File: src/rtl/joystick_adc_reader_pkg.sv
// Shared constants and types for the joystick ADC reader.
package joystick_adc_reader_pkg;

  // {S/D, O/S, S1, S0, UNI, SLP}: single-ended, unipolar, awake
  localparam logic [5:0]  ADC_CFG_CH0  = 6'b100010;
  localparam logic [5:0]  ADC_CFG_CH1  = 6'b100110;
  // Top byte 0x32 is read by the speed controller as stop/hold
  localparam logic [15:0] NEUTRAL_DATA = 16'h3200;

  typedef enum logic [2:0] {
    IDLE,
    CONVST,
    WAIT_CONV,
    SHIFT,
    LATCH
  } state_t;

  function automatic logic [5:0] adc_cfg_word(input logic ch);
    return ch ? ADC_CFG_CH1 : ADC_CFG_CH0;
  endfunction

endpackage

File: src/rtl/joystick_adc_reader_if.sv
// ADC pins plus the published {channel, data} pair with its update strobe.
interface joystick_adc_reader_if;
  logic        o_adc_convst;
  logic        o_adc_sck;
  logic        o_adc_sdi;
  logic        i_adc_sdo;
  logic        o_channel;
  logic [15:0] o_data;
  logic        o_valid;

  modport master (
    output o_adc_convst, o_adc_sck, o_adc_sdi, o_channel, o_data, o_valid,
    input  i_adc_sdo
  );

  modport slave (
    input  o_adc_convst, o_adc_sck, o_adc_sdi, o_channel, o_data, o_valid,
    output i_adc_sdo
  );
endinterface

File: src/rtl/joystick_adc_reader_shift.sv
// Full-duplex MSB-first shifter; each bit is CLK_DIV cycles sck low then CLK_DIV high.
module joystick_adc_reader_shift #(
  parameter int CLK_DIV  = 2,
  parameter int ADC_BITS = 12
) (
  input  logic                i_clk,
  input  logic                i_rst_n,
  input  logic                start,
  input  logic [ADC_BITS-1:0] tx_word,
  output logic                done,
  output logic [ADC_BITS-1:0] rx_word,
  output logic                sck,
  output logic                sdi,
  input  logic                sdo
);

  localparam int DIV_W = $clog2(2 * CLK_DIV);
  localparam int BIT_W = (ADC_BITS > 1) ? $clog2(ADC_BITS) : 1;
  localparam logic [DIV_W-1:0] DIV_HALF = DIV_W'(CLK_DIV);
  localparam logic [DIV_W-1:0] DIV_LAST = DIV_W'(2 * CLK_DIV - 1);
  localparam logic [BIT_W-1:0] BIT_LAST = BIT_W'(ADC_BITS - 1);

  logic                busy;
  logic [DIV_W-1:0]    div_cnt;
  logic [BIT_W-1:0]    bit_cnt;
  logic [ADC_BITS-1:0] tx_sr;
  logic [ADC_BITS-1:0] rx_sr;

  // sck and sdi are gated by busy so both sit low outside a transfer
  assign sck     = busy && (div_cnt >= DIV_HALF);
  assign sdi     = busy && tx_sr[ADC_BITS-1];
  assign done    = busy && (div_cnt == DIV_LAST) && (bit_cnt == BIT_LAST);
  assign rx_word = rx_sr;

  // Bit timing: sample sdo on the sck rising cycle, advance tx at the end of each bit
  always_ff @(posedge i_clk or negedge i_rst_n) begin
    if (!i_rst_n) begin
      busy    <= 1'b0;
      div_cnt <= '0;
      bit_cnt <= '0;
      tx_sr   <= '0;
      rx_sr   <= '0;
    end else if (start) begin
      busy    <= 1'b1;
      div_cnt <= '0;
      bit_cnt <= '0;
      tx_sr   <= tx_word;
      rx_sr   <= '0;
    end else if (busy) begin
      if (div_cnt == DIV_HALF) rx_sr <= {rx_sr[ADC_BITS-2:0], sdo};
      if (div_cnt == DIV_LAST) begin
        div_cnt <= '0;
        if (bit_cnt == BIT_LAST) begin
          busy <= 1'b0;
        end else begin
          bit_cnt <= bit_cnt + 1'b1;
          tx_sr   <= {tx_sr[ADC_BITS-2:0], 1'b0};
        end
      end else begin
        div_cnt <= div_cnt + 1'b1;
      end
    end
  end

endmodule

File: src/rtl/joystick_adc_reader.sv
// Joystick ADC reader: frames the LTC2308 conversions and publishes {channel, data}.
//
//  state     | meaning
//  IDLE      | waiting for the frame period to expire with i_enable high
//  CONVST    | convst high, two cycles
//  WAIT_CONV | conversion time, CONV_CYCLES cycles
//  SHIFT     | config out / result in over SPI
//  LATCH     | one cycle; published pair visible with o_valid if primed
module joystick_adc_reader
  import joystick_adc_reader_pkg::*;
#(
  parameter int CLK_DIV      = 2,
  parameter int CONV_CYCLES  = 80,
  parameter int FRAME_CYCLES = 2500,
  parameter int ADC_BITS     = 12
) (
  input  logic                   i_clk,
  input  logic                   i_rst_n,
  input  logic                   i_enable,
  joystick_adc_reader_if.master  bus
);

  localparam int FRAME_LEN = 2 + CONV_CYCLES + 2 * CLK_DIV * ADC_BITS + 1;
  localparam int FRAME_EFF = (FRAME_CYCLES > FRAME_LEN) ? FRAME_CYCLES : FRAME_LEN;
  localparam int PER_W     = $clog2(FRAME_EFF);
  localparam int WAIT_W    = (CONV_CYCLES > 2) ? $clog2(CONV_CYCLES) : 1;
  localparam logic [PER_W-1:0]  PER_LAST  = PER_W'(FRAME_EFF - 1);
  localparam logic [WAIT_W-1:0] WAIT_LOAD = WAIT_W'(CONV_CYCLES - 1);

  state_t              state, state_nxt;
  logic [WAIT_W-1:0]   tmr;
  logic [PER_W-1:0]    per_cnt;
  logic                cfg_ch, last_ch, prime;
  logic                convst, shift_start, shift_done;
  logic                tmr_zero, go, enter_frame;
  logic [ADC_BITS-1:0] tx_word, rx_word;
  logic                channel_q, valid_q;
  logic [15:0]         data_q;

  assign tmr_zero    = (tmr == '0);
  assign go          = (per_cnt == PER_LAST) && i_enable;
  assign enter_frame = ((state == IDLE) || (state == LATCH)) && go;
  assign tx_word     = {adc_cfg_word(cfg_ch), {(ADC_BITS-6){1'b0}}};

  // State register
  always_ff @(posedge i_clk or negedge i_rst_n) begin
    if (!i_rst_n) state <= IDLE;
    else          state <= state_nxt;
  end

  // Next-state; LATCH may chain straight into CONVST when the period is shorter than a frame
  always_comb begin
    state_nxt = state;
    case (state)
      IDLE:      if (go)         state_nxt = CONVST;
      CONVST:    if (tmr_zero)   state_nxt = WAIT_CONV;
      WAIT_CONV: if (tmr_zero)   state_nxt = SHIFT;
      SHIFT:     if (shift_done) state_nxt = LATCH;
      LATCH:     state_nxt = go ? CONVST : IDLE;
      default:   state_nxt = IDLE;
    endcase
  end

  // Outputs decoded from state
  always_comb begin
    convst      = (state == CONVST);
    shift_start = (state == WAIT_CONV) && tmr_zero;
  end

  // Down-counter for the CONVST pulse and the conversion wait
  always_ff @(posedge i_clk or negedge i_rst_n) begin
    if (!i_rst_n)                         tmr <= '0;
    else if (enter_frame)                 tmr <= WAIT_W'(1);
    else if (state == CONVST && tmr_zero) tmr <= WAIT_LOAD;
    else if (!tmr_zero)                   tmr <= tmr - 1'b1;
  end

  // Period counter tracks frame time t from CONVST and parks at the last value
  always_ff @(posedge i_clk or negedge i_rst_n) begin
    if (!i_rst_n)                  per_cnt <= PER_LAST;
    else if (enter_frame)          per_cnt <= '0;
    else if (per_cnt != PER_LAST)  per_cnt <= per_cnt + 1'b1;
  end

  // Channel alternates every frame; prime survives only while enabled
  always_ff @(posedge i_clk or negedge i_rst_n) begin
    if (!i_rst_n) begin
      cfg_ch  <= 1'b0;
      last_ch <= 1'b0;
      prime   <= 1'b0;
    end else if (state == LATCH) begin
      cfg_ch  <= ~cfg_ch;
      last_ch <= cfg_ch;
      prime   <= i_enable;
    end else if (state == IDLE && !i_enable) begin
      prime   <= 1'b0;
    end
  end

  // Published pair loads atomically on entry to LATCH so o_valid marks fresh data
  always_ff @(posedge i_clk or negedge i_rst_n) begin
    if (!i_rst_n) begin
      channel_q <= 1'b0;
      data_q    <= NEUTRAL_DATA;
      valid_q   <= 1'b0;
    end else begin
      valid_q <= shift_done && prime;
      if (shift_done && prime) begin
        channel_q <= last_ch;
        data_q    <= {rx_word, {(16-ADC_BITS){1'b0}}};
      end
    end
  end

  joystick_adc_reader_shift #(
    .CLK_DIV  (CLK_DIV),
    .ADC_BITS (ADC_BITS)
  ) u_shift (
    .i_clk   (i_clk),
    .i_rst_n (i_rst_n),
    .start   (shift_start),
    .tx_word (tx_word),
    .done    (shift_done),
    .rx_word (rx_word),
    .sck     (bus.o_adc_sck),
    .sdi     (bus.o_adc_sdi),
    .sdo     (bus.i_adc_sdo)
  );

  assign bus.o_adc_convst = convst;
  assign bus.o_channel    = channel_q;
  assign bus.o_data       = data_q;
  assign bus.o_valid      = valid_q;

endmodule

File: src/flat_wrapper.sv
// flat-port wrapper written by rule: the top's interface ports become plain ports
module joystick_adc_reader_flat import joystick_adc_reader_pkg::*;
#(
  parameter int CLK_DIV      = 2,
  parameter int CONV_CYCLES  = 80,
  parameter int FRAME_CYCLES = 2500,
  parameter int ADC_BITS     = 12
)
  (i_clk, i_rst_n, i_enable, bus_o_adc_convst, bus_o_adc_sck, bus_o_adc_sdi, bus_o_channel, bus_o_data, bus_o_valid, bus_i_adc_sdo);
  joystick_adc_reader_if bus_i ();
  input  logic i_clk;
  input  logic i_rst_n;
  input  logic i_enable;
  output wire logic [$bits(bus_i.o_adc_convst)-1:0] bus_o_adc_convst;
  output wire logic [$bits(bus_i.o_adc_sck)-1:0] bus_o_adc_sck;
  output wire logic [$bits(bus_i.o_adc_sdi)-1:0] bus_o_adc_sdi;
  output wire logic [$bits(bus_i.o_channel)-1:0] bus_o_channel;
  output wire logic [$bits(bus_i.o_data)-1:0] bus_o_data;
  output wire logic [$bits(bus_i.o_valid)-1:0] bus_o_valid;
  input wire logic [$bits(bus_i.i_adc_sdo)-1:0] bus_i_adc_sdo;
  assign bus_o_adc_convst = bus_i.o_adc_convst;
  assign bus_o_adc_sck = bus_i.o_adc_sck;
  assign bus_o_adc_sdi = bus_i.o_adc_sdi;
  assign bus_o_channel = bus_i.o_channel;
  assign bus_o_data = bus_i.o_data;
  assign bus_o_valid = bus_i.o_valid;
  assign bus_i.i_adc_sdo = bus_i_adc_sdo;
  joystick_adc_reader #(.CLK_DIV(CLK_DIV), .CONV_CYCLES(CONV_CYCLES), .FRAME_CYCLES(FRAME_CYCLES), .ADC_BITS(ADC_BITS)) u_core (.i_clk(i_clk), .i_rst_n(i_rst_n), .i_enable(i_enable), .bus(bus_i));
endmodule
File: config.mk
export PLATFORM = sky130hd
export DESIGN_NAME = joystick_adc_reader_flat
export DESIGN_NICKNAME = d
export VERILOG_FILES = /design/src/rtl/joystick_adc_reader_pkg.sv /design/src/rtl/joystick_adc_reader_if.sv /design/src/rtl/joystick_adc_reader_shift.sv /design/src/rtl/joystick_adc_reader.sv /design/src/flat_wrapper.sv
export SDC_FILE = /design/constraint.sdc
export NUM_CORES = 1
export LEC_CHECK = 0
export BUFFER_PORTS_ARGS = -buffer_cell sky130_fd_sc_hd__buf_2
export CAP_MARGIN = 20
export CORE_MARGIN = 10
export CORE_UTILIZATION = 45
export CTS_CLUSTER_DIAMETER = 100
export CTS_CLUSTER_SIZE = 20
export DETAILED_ROUTE_END_ITERATION = 6
export SYNTH_ARGS = -nofsm -noshare
export SYNTH_HDL_FRONTEND = slang
export SYNTH_SLANG_ARGS = --single-unit
File: constraint.sdc
create_clock -name i_clk -period 2.5 [get_ports i_clk]
set_input_delay 0.25 -clock i_clk [delete_from_list [all_inputs] [get_ports i_clk]]
set_output_delay 0.25 -clock i_clk [all_outputs]
set_load 0.01 [all_outputs]
==> reports/qor.yml, run 1 <==
clock_network:
  htreeDepth: 3
  cts.clk_slew.worst_paths_ns: 0.08
  cts_tree: "done"
  cts_buffers: 9
  root_buffer: "clkbuf_8"
  post_cts_buffers: 0
  cts_sinks: 63
  insertion_delay_ns: 0.35
  clockBufferDepth: 2
placed_design:
  gp_congestion: 0.7725
  io_buffers: 20
  place_area_sq_um: 2985
  dpl.hpwl_um: 3460
  dpl_worst_slack_ns: 0.3530
routing:
  wl_per_cell_um: 14.07
  detail_route.vias_per_cell: 5.179
  drt_wl_total_um: 5106
  drc: 0
  drt_iter0_drc: 60
  vias: 1880
  final_antenna_net_count: 0
  first_pass_iters: 6
worst_setup_path:
  arrival_ns: 2.39
  worstSetupStartpoint: "u_core.tmr[0]"
  worstReg2RegStart: "u_core.tmr[0]"
  cp-start-kind: "register"
  r2r_end: "u_core.tmr[3]"
  end_kind: "register"
  r2r_slack_ns: 0.32
  crit_chain: "inv_1 > ha_1 > or4b_1 > or3_1 > o21ai_0 > a21oi_1"
  crit_type: "register to register"
  cp.required_ns: 2.71
  reg2regPathDepth: 6
  critPathMaxFanout: 9
  crit_path_max_incr_delay_ns: 0.56
  slowest_stage: "or4b_1"
  worstSetupEndpoint: "u_core.tmr[3]"
synth:
  ys_seq_area_share_pct: 56.43
  synth_area_leader_cell: "dfrtp_1"
  synthCells: 260
  netlist_area_sq_um: 2814
  synthFlopType: "dfrtp_1"
  synth-edff-count: 0
  synth_common_cells: "54 x dfrtp_1, 33 x nand2_1, 19 x a21oi_1, 19 x nor2_1, 15 x mux2_2"
  synth_area_leaders: "dfrtp_1 48%, dfstp_2 8.4%, mux2_2 6.0%"
  yosysWarnings: 0
  synth.ff_latch_count: 63
  async_flop_share_pct: 100.0
  synth.distinct_cells: 41
  syn_area_per_cell_sq_um: 10.82
  synth.most_common_cell: "dfrtp_1"
  synth_top_area_share_pct: 48.02
global_route:
  grt_max_degree: 42
  grt_pass1_vias: 1886
  grt_pass1_wl_um: 8797
  antenna_found_initial: 0
  grt_use_total_pct: 10.95
  grt.overflow.total: 0
finish:
  drive_gt1_share_pct: 24.65
  regArea_sq_um: 1588
  layout.nets: 292
  syn_to_final_growth_pct: 13.78
  multi_input_comb_area_sq_um: 1142
  antenna_cells: 0
  stdcell_area_sq_um: 3202
  final_util_pct: 53.45
  n_fill_cell: 538
min_path:
  hold_class: "input pin to register"
floorplanning:
  initial_core_util_pct: 46.97
  die_area_sq_um: 9816
  die_y_um: 99.08
  io-pin-count: 25
  coreArea_sq_um: 5991
  row_count: 28
  die_w_um: 99.08
sta:
  worst_slack_ns: 0.3243
  finClkSkew_ns: 0.01078
  slew_violations: 0
  rsz0062_at_grt: "false"
  hold_viol: 0
  relSlewSlack_pct: 60.36
  finalSetupTns_ns: 0
  min_period_ns: 2.176
  max_freq_mhz: 459.6
  fin_crit_sh_pct: 87.03
  tightest_slew_ns: 0.5925
  setup_viol: 0
power:
  power.total_mw: 1.952
  power_density_nw_per_um2: 609.8
  ir_drop_mv: 0.4945
  p_leak_nw: 1.481
flow_run:
  drv_cap: 0
outcome:
  outcome: "completed"
registers in the layout, summed over array words and instances, names as in the netlist:
register	cells
u_core.prime	1
u_core.bus.o_data	12
u_core.tmr	7
u_core.bus.o_valid	1
u_core.u_shift.rx_word	12
u_core.state	3
u_core.per_cnt	12
u_core.u_shift.div_cnt	2
u_core.last_ch	1
u_core.bus.o_channel	1
u_core.u_shift.tx_sr	5
u_core.u_shift.bit_cnt	4
u_core.u_shift.busy	1
u_core.cfg_ch	1
layout make-up:
cell class              instances  area share [%]
inverters                       5          0.5862
flip-flops and latches         63           49.59
repair buffers                 25           4.767
well taps                      75           2.931
clock buffers                  10           4.299
multi-input cells             179           35.68
clock inverters                 6           2.149
layout by cell type, fill, tap and decap left out, types with 4 or more instances in the layout:
master     n
ha_1       5
clkbuf_8  10
dfrtp_1   54
nand4_1    5
a21oi_1   19
nor3_1     6
conb_1     4
dfstp_2    9
nand2_1   33
mux2_2    15
inv_1      5
nor2_1    19
buf_2     20
nand3_1   11
mux2i_1    8
o21ai_0   12
xnor2_1   10
routing by layer:
layer | global-route usage [%] | up-vias | part of all wire (%)
met1 | 13.47 | 907 | 48
met4 | 4.961 | 0 | 1.7
met3 | 5.028 | 9 | 5.8
met5 | 0 | - | 0
met2 | 15.98 | 34 | 44
li1 | - | 930 | -
cell families after synthesis:
logic type / share of synthesized area (%)
flip-flops: 56.43
AND/OR/NAND/NOR: 17.56
adder cells (fa/ha/maj): 2.223
other: 0.1333
AO/OA/AOI/OAI: 7.382
multiplexers: 8.848
XOR/XNOR: 3.735
buffers and inverters: 3.691
report_power, final:
group          total [mW]  internal [mW]  switching, mW
clock network       0.901          0.492          0.409
registers            1.02           1.02       0.000445
logic              0.0305        0.00648         0.0240
timing repair:
action,in CTS,in global routing
endpoints found under the hold margin,22,0
hold buffers,1,0
gates resized for setup,0,0
metrics by stage:
stage                     cells  hold WS [ns]
after global placement      346        0.2651
after floorplan             263      -0.04559
after detailed placement    346        0.2754
after CTS                   363        0.1303
after global routing        363        0.1605
final                       363        0.1443
worst max-delay path, delay by kind of cell (launching register included):
kind                       cells  cell delay, ns
DFF                            1            0.40
and+or+nand+nor                2            1.06
buffers and inverters          1            0.08
adders and majority gates      1            0.17
AOI/OAI and AO/OA              2            0.33
how the worst min path moves through the flow:
stage | start | end | depth (start not counted)
detailed placement | i_rst_n | u_core.u_shift.div_cnt[1] | 1
finish | bus_i_adc_sdo | u_core.u_shift.rx_word[0] | 3
global route | bus_i_adc_sdo | u_core.u_shift.rx_word[0] | 3
floorplan | i_rst_n | u_core.bus.o_channel | 0
CTS | bus_i_adc_sdo | u_core.u_shift.rx_word[0] | 3
global placement | i_rst_n | u_core.u_shift.div_cnt[1] | 1
Note: power is estimated with default switching activity, not from simulation.
==> run 2, diff against run 1 <==
- MAX_ROUTING_LAYER: unset -> met4
==> run 2 against run 1 <==
  * Core utilization did not move
  * Routed wire length hardly changed
  * Sequential share of layout area is the same
  * Via count about the same
  * Count of clock-buffer cells in the layout stayed put
  * Highest routed layer unchanged
==> reports/qor.yml, run 2 (same netlist as run 1, synthesis figures left out) <==
floorplanning:
  initial_core_util_pct: 46.97  # unchanged
  coreArea_sq_um: 5991  # unchanged
  io-pin-count: 25  # unchanged
  row_count: 28  # unchanged
  die_w_um: 99.08  # unchanged
  die_y_um: 99.08  # unchanged
  die_area_sq_um: 9816  # unchanged
sta:
  relSlewSlack_pct: 58.80  # -1.6 points
  hold_viol: 0  # unchanged
  finalSetupTns_ns: 0  # unchanged
  finClkSkew_ns: 0.01074  # -0.00004240 ns
  rsz0062_at_grt: "false"
  worst_slack_ns: 0.3249  # +0.0005240 ns
  slew_violations: 0  # unchanged
  min_period_ns: 2.175  # -0.0005240 ns
  fin_crit_sh_pct: 87.01  # about the same
  tightest_slew_ns: 0.6157  # +0.02327 ns
  setup_viol: 0  # unchanged
  max_freq_mhz: 459.7  # about the same
worst_setup_path:
  crit_chain: "inv_1 > ha_1 > or4b_1 > or3_1 > o21ai_0 > a21oi_1"
  critPathMaxFanout: 9  # unchanged
  cp.depth: 6  # unchanged
  crit_type: "register to register"
  critical_path.top_delay_family: "simple AND/OR/NAND/NOR gates"
  cp.required_ns: 2.71  # about the same
  arrival_ns: 2.39  # about the same
  end_kind: "register"
  crit_path_max_incr_delay_ns: 0.56  # about the same
  cp-start-kind: "register"
  worstReg2RegStart: "u_core.tmr[0]"
  slowest_stage: "or4b_1"
  worstSetupStartpoint: "u_core.tmr[0]"
  path_buf_inv: 1  # unchanged
  reg2regPathDepth: 6  # unchanged
clock_network:
  cts.clk_slew.worst_paths_ns: 0.08  # about the same
  htreeDepth: 3  # unchanged
  insertion_delay_ns: 0.35  # about the same
  cts_resized: 0  # unchanged
  clockBufferDepth: 2  # unchanged
  post_cts_buffers: 0  # unchanged
  cts_tree: "done"
  root_buffer: "clkbuf_8"
  cts_buffers: 9  # unchanged
  cts_sinks: 63  # unchanged
  hold_buffers: 1  # unchanged
routing:
  wl_per_cell_um: 14.06  # about the same
  drt_iter0_drc: 61  # +1.7%
  first_pass_iters: 4  # -2
  drt_wl_total_um: 5103  # about the same
  final_antenna_net_count: 0  # unchanged
  vias: 1879  # -0.053%
  drc: 0  # unchanged
  detail_route.vias_per_cell: 5.176  # about the same
placed_design:
  dpl.hpwl_um: 3460  # unchanged
  io_buffers: 20  # unchanged
  dp.cells: 346  # unchanged
  dpl_worst_slack_ns: 0.3530  # unchanged
  gp_congestion: 0.7830  # +1.4%
  place_area_sq_um: 2985  # unchanged
power:
  combPwrFrac_pct: 1.6  # about the same
  p_clk_share_pct: 46.2  # about the same
  p_sw_uw: 433.9  # about the same
  p_leak_nw: 1.481  # unchanged
  ir_drop_mv: 0.4945  # about the same
  p_seq_share_pct: 52.3  # about the same
  switching_share_pct: 22.22  # about the same
  p_int_mw: 1.519  # about the same
  power_density_nw_per_um2: 609.9  # about the same
min_path:
  worstHoldStart: "bus_i_adc_sdo"
  hold_class: "input pin to register"
  worstHoldPathCells: 3  # unchanged
finish:
  final_cells: 363  # unchanged
  antenna_cells: 0  # unchanged
  final_util_pct: 53.45  # unchanged
  final_common_cell: "dfrtp_1"
  final_cell_mix: "54 x dfrtp_1, 33 x nand2_1, 20 x buf_2"
  n_fill_cell: 538  # unchanged
  layout.nets: 292  # unchanged
  stdcell_area_sq_um: 3202  # unchanged
  syn_to_final_growth_pct: 13.78  # unchanged
  drive_gt1_share_pct: 24.65  # unchanged
global_route:
  grt.overflow.total: 0  # unchanged
  antenna_found_initial: 0  # unchanged
  grt_max_degree: 42  # unchanged
  grt_pass1_wl_um: 8818  # +0.24%
  grt_use_total_pct: 11.32  # +0.38 points
  grt_pass1_vias: 1876  # -0.53%
outcome:
  outcome: "completed"
flow_run:
  drv_cap: 0  # unchanged
[run 2: metal layers]
metal | global-route usage, % | share of wire (%)
met5 | - | 0
met4 | 4.300 | 1.5
met3 | 5.517 | 5.7
met2 | 15.93 | 44
met1 | 13.64 | 49
[run 2: worst paths after layout]
kind | end | slack, ns
max | u_core.tmr[3] | 0.32
min | u_core.u_shift.rx_word[0] | 0.14
max reg2reg | u_core.tmr[3] | 0.32
min reg2reg | u_core.per_cnt[11] | 0.50
max in group asynchronous | u_core.bus.o_data[12] | 1.40
min in group asynchronous | u_core.u_shift.rx_word[0] | 0.42
[run 2: layout make-up]
type                    count  area, sq um  share of cell area (%)
inverters                   5        18.77                  0.5862
clock inverters             6        68.82                   2.149
clock buffers              10        137.6                   4.299
repair buffers             25        152.6                   4.767
flip-flops and latches     63         1588                   49.59
multi-input cells         179         1142                   35.68
well taps                  75        93.84                   2.931
[run 2: worst min-delay path, cell delays in order]
cell	delay, ns
buf_2	0.10
nand2_1	0.05
a21oi_1	0.05
[run 2: per-stage QoR]
step	power [mW]	hold WS [ns]
floorplan	1.048	-0.04559
finish	1.953	0.1440
global route	2.042	0.1563
CTS	1.981	0.1303
detailed placement	1.071	0.2754
global placement	1.070	0.2651
[run 2: power groups by stage]
stage / logic, mW / clock network (mW) / registers, mW
4_1_cts: 0.0319 / 0.929 / 1.02
6_report: 0.0303 / 0.902 / 1.02
2_1_floorplan: 0.00820 / 0 / 1.04
3_5_place_dp: 0.0309 / 0 / 1.04
3_3_place_gp: 0.0307 / 0 / 1.04
5_1_grt: 0.0355 / 0.986 / 1.02
==> run 3, diff against run 2 <==
- clock period: 2.5 -> 2.68 ns (I/O delays scaled with it)
==> run 3 against run 2 <==
  * Via count shrank 2.7%
  * Highest routed layer unchanged
  * Flip-flop and latch count is the same
  * Die area is the same
  * Count of clock-buffer cells in the layout shrank 1
  * Sequential share of layout area shrank 0.12 points
  * Largest cell class unchanged
==> reports/qor.yml, run 3 (same netlist as run 1, synthesis figures left out) <==
global_route:
  grt_pass1_wl_um: 8625  # -2.2%
  antenna_found_initial: 0  # unchanged
  grt.overflow.total: 0  # unchanged
  grt_pass1_vias: 1846  # -1.6%
  grt_use_total_pct: 10.88  # -0.44 points
  grt_max_degree: 36  # -14%
placed_design:
  io_buffers: 20  # unchanged
  gp_congestion: 0.7839  # +0.11%
  dpl_worst_slack_ns: 0.5482  # +0.1952 ns
  dpl.hpwl_um: 3337  # -3.6%
sta:
  slew_violations: 0  # unchanged
  max_freq_mhz: 468.5  # +1.9%
  tightest_slew_ns: 0.6900  # +0.07429 ns
  rsz0062_at_grt: "false"
  relSlewSlack_pct: 54.00  # -4.8 points
  setup_viol: 0  # unchanged
  finalSetupTns_ns: 0  # unchanged
  worst_slack_ns: 0.5457  # +0.2208 ns
  fin_crit_sh_pct: 79.64  # -7.4 points
  min_period_ns: 2.134  # -0.04081 ns
  hold_viol: 0  # unchanged
  finClkSkew_ns: 0.006838  # -0.003903 ns
power:
  ir_drop_mv: 0.3888  # -21%
  p_leak_nw: 1.478  # -0.20%
  power_density_nw_per_um2: 584.4  # -4.2%
  power.total_mw: 1.875  # -4.0%
clock_network:
  cts_resized: 0  # unchanged
  cts.clk_slew.worst_paths_ns: 0.07  # about the same
  hold_buffers: 1  # unchanged
  cts_tree: "done"
  cts_buffers: 9  # unchanged
  htreeDepth: 3  # unchanged
  clockBufferDepth: 2  # unchanged
  cts_sinks: 63  # unchanged
  post_cts_buffers: 0  # unchanged
  insertion_delay_ns: 0.33  # -0.02 ns
  root_buffer: "clkbuf_8"
worst_setup_path:
  arrival_ns: 2.33  # -0.06 ns
  critPathMaxFanout: 9  # unchanged
  slowest_stage: "or4b_1"
  crit_chain: "inv_1 > ha_1 > or4b_1 > or3_1 > o21ai_0 > a21oi_1"
  r2r_slack_ns: 0.55  # +0.22 ns
  cp.required_ns: 2.88  # +0.17 ns
  worstReg2RegStart: "u_core.tmr[0]"
  end_kind: "register"
  crit_type: "register to register"
  r2r_end: "u_core.tmr[3]"
  reg2regPathDepth: 6  # unchanged
  crit_path_max_incr_delay_ns: 0.55  # about the same
  cp-start-kind: "register"
routing:
  drt_wl_total_um: 4893  # -4.1%
  detail_route.vias_per_cell: 5.050  # -2.4%
  first_pass_iters: 4  # unchanged
  wl_per_cell_um: 13.52  # -3.9%
  final_antenna_net_count: 0  # unchanged
  drt_iter0_drc: 43  # -30%
  drc: 0  # unchanged
  vias: 1828  # -2.7%
finish:
  antenna_cells: 0  # unchanged
  layout.nets: 291  # -0.34%
  syn_to_final_growth_pct: 14.05
  final_cell_mix: "54 x dfrtp_1, 33 x nand2_1, 20 x buf_2"
  final_common_cell: "dfrtp_1"
  drive_gt1_share_pct: 24.39  # -0.26 points
floorplanning:
  io-pin-count: 25  # unchanged
  die_w_um: 99.08  # unchanged
  die_y_um: 99.08  # unchanged
  initial_core_util_pct: 46.97  # unchanged
  die_area_sq_um: 9816  # unchanged
  coreArea_sq_um: 5991  # unchanged
  row_count: 28  # unchanged
min_path:
  worstHoldPathCells: 3  # unchanged
  hold_class: "input pin to register"
  worstHoldStart: "bus_i_adc_sdo"
  min_to: "u_core.u_shift.rx_word[0]"
outcome:
  outcome: "completed"
flow_run:
  drv_cap: 0  # unchanged
-- run 3: worst max-delay path by stage --
stage,start,cells past startpoint,to
2_1_floorplan,u_core.per_cnt[11],5,u_core.tmr[1]
3_3_place_gp,u_core.tmr[0],6,u_core.tmr[3]
3_5_place_dp,u_core.tmr[0],6,u_core.tmr[3]
4_1_cts,u_core.tmr[0],6,u_core.tmr[3]
5_1_grt,u_core.tmr[0],6,u_core.tmr[0]
6_report,u_core.tmr[0],6,u_core.tmr[3]
-- run 3: report_power, final --
part | switching [mW] | internal (mW)
sequential | 0.000388 | 0.952
clock | 0.371 | 0.524
combinational | 0.0220 | 0.00602
-- run 3: stage by stage --
stage	hold slack, ns	area (sq um)	cells	util (%)
floorplan	-0.02759	2825	263	-
global placement	0.3485	2978	345	49.71
detailed placement	0.3494	2978	345	49.71
CTS	0.1532	3209	362	53.57
global route	0.1888	3209	362	53.57
finish	0.1755	3209	362	53.57
-- run 3: critical path, delay by kind of cell, from the launching register on --
kind	cells	cell delay, ns
and+or+nand+nor	2	1.04
buffers and inverters	1	0.08
DFF	1	0.40
AOI/OAI and AO/OA	2	0.31
adders and majority gates	1	0.18
-- run 3: area by class of cell --
| cell class | instances | area [sq um] |
|---|---|---|
| clock buffer | 9 | 123.9 |
| clock inverter | 7 | 97.59 |
| fill | 533 | 2781 |
| inverter | 5 | 18.77 |
| multi-input combinational | 179 | 1142 |
| sequential | 63 | 1588 |
| tap | 75 | 93.84 |
| timing repair buffer | 24 | 145.1 |
-- run 3: metal layers --
layer,routed length (um),track usage (%),part of all wire [%],vias up
met5,0,-,0,-
met4,71,5.623,1.5,0
met3,226,3.142,4.6,6
met2,2220,15.53,45,29
met1,2375,13.65,49,864
li1,-,-,-,929
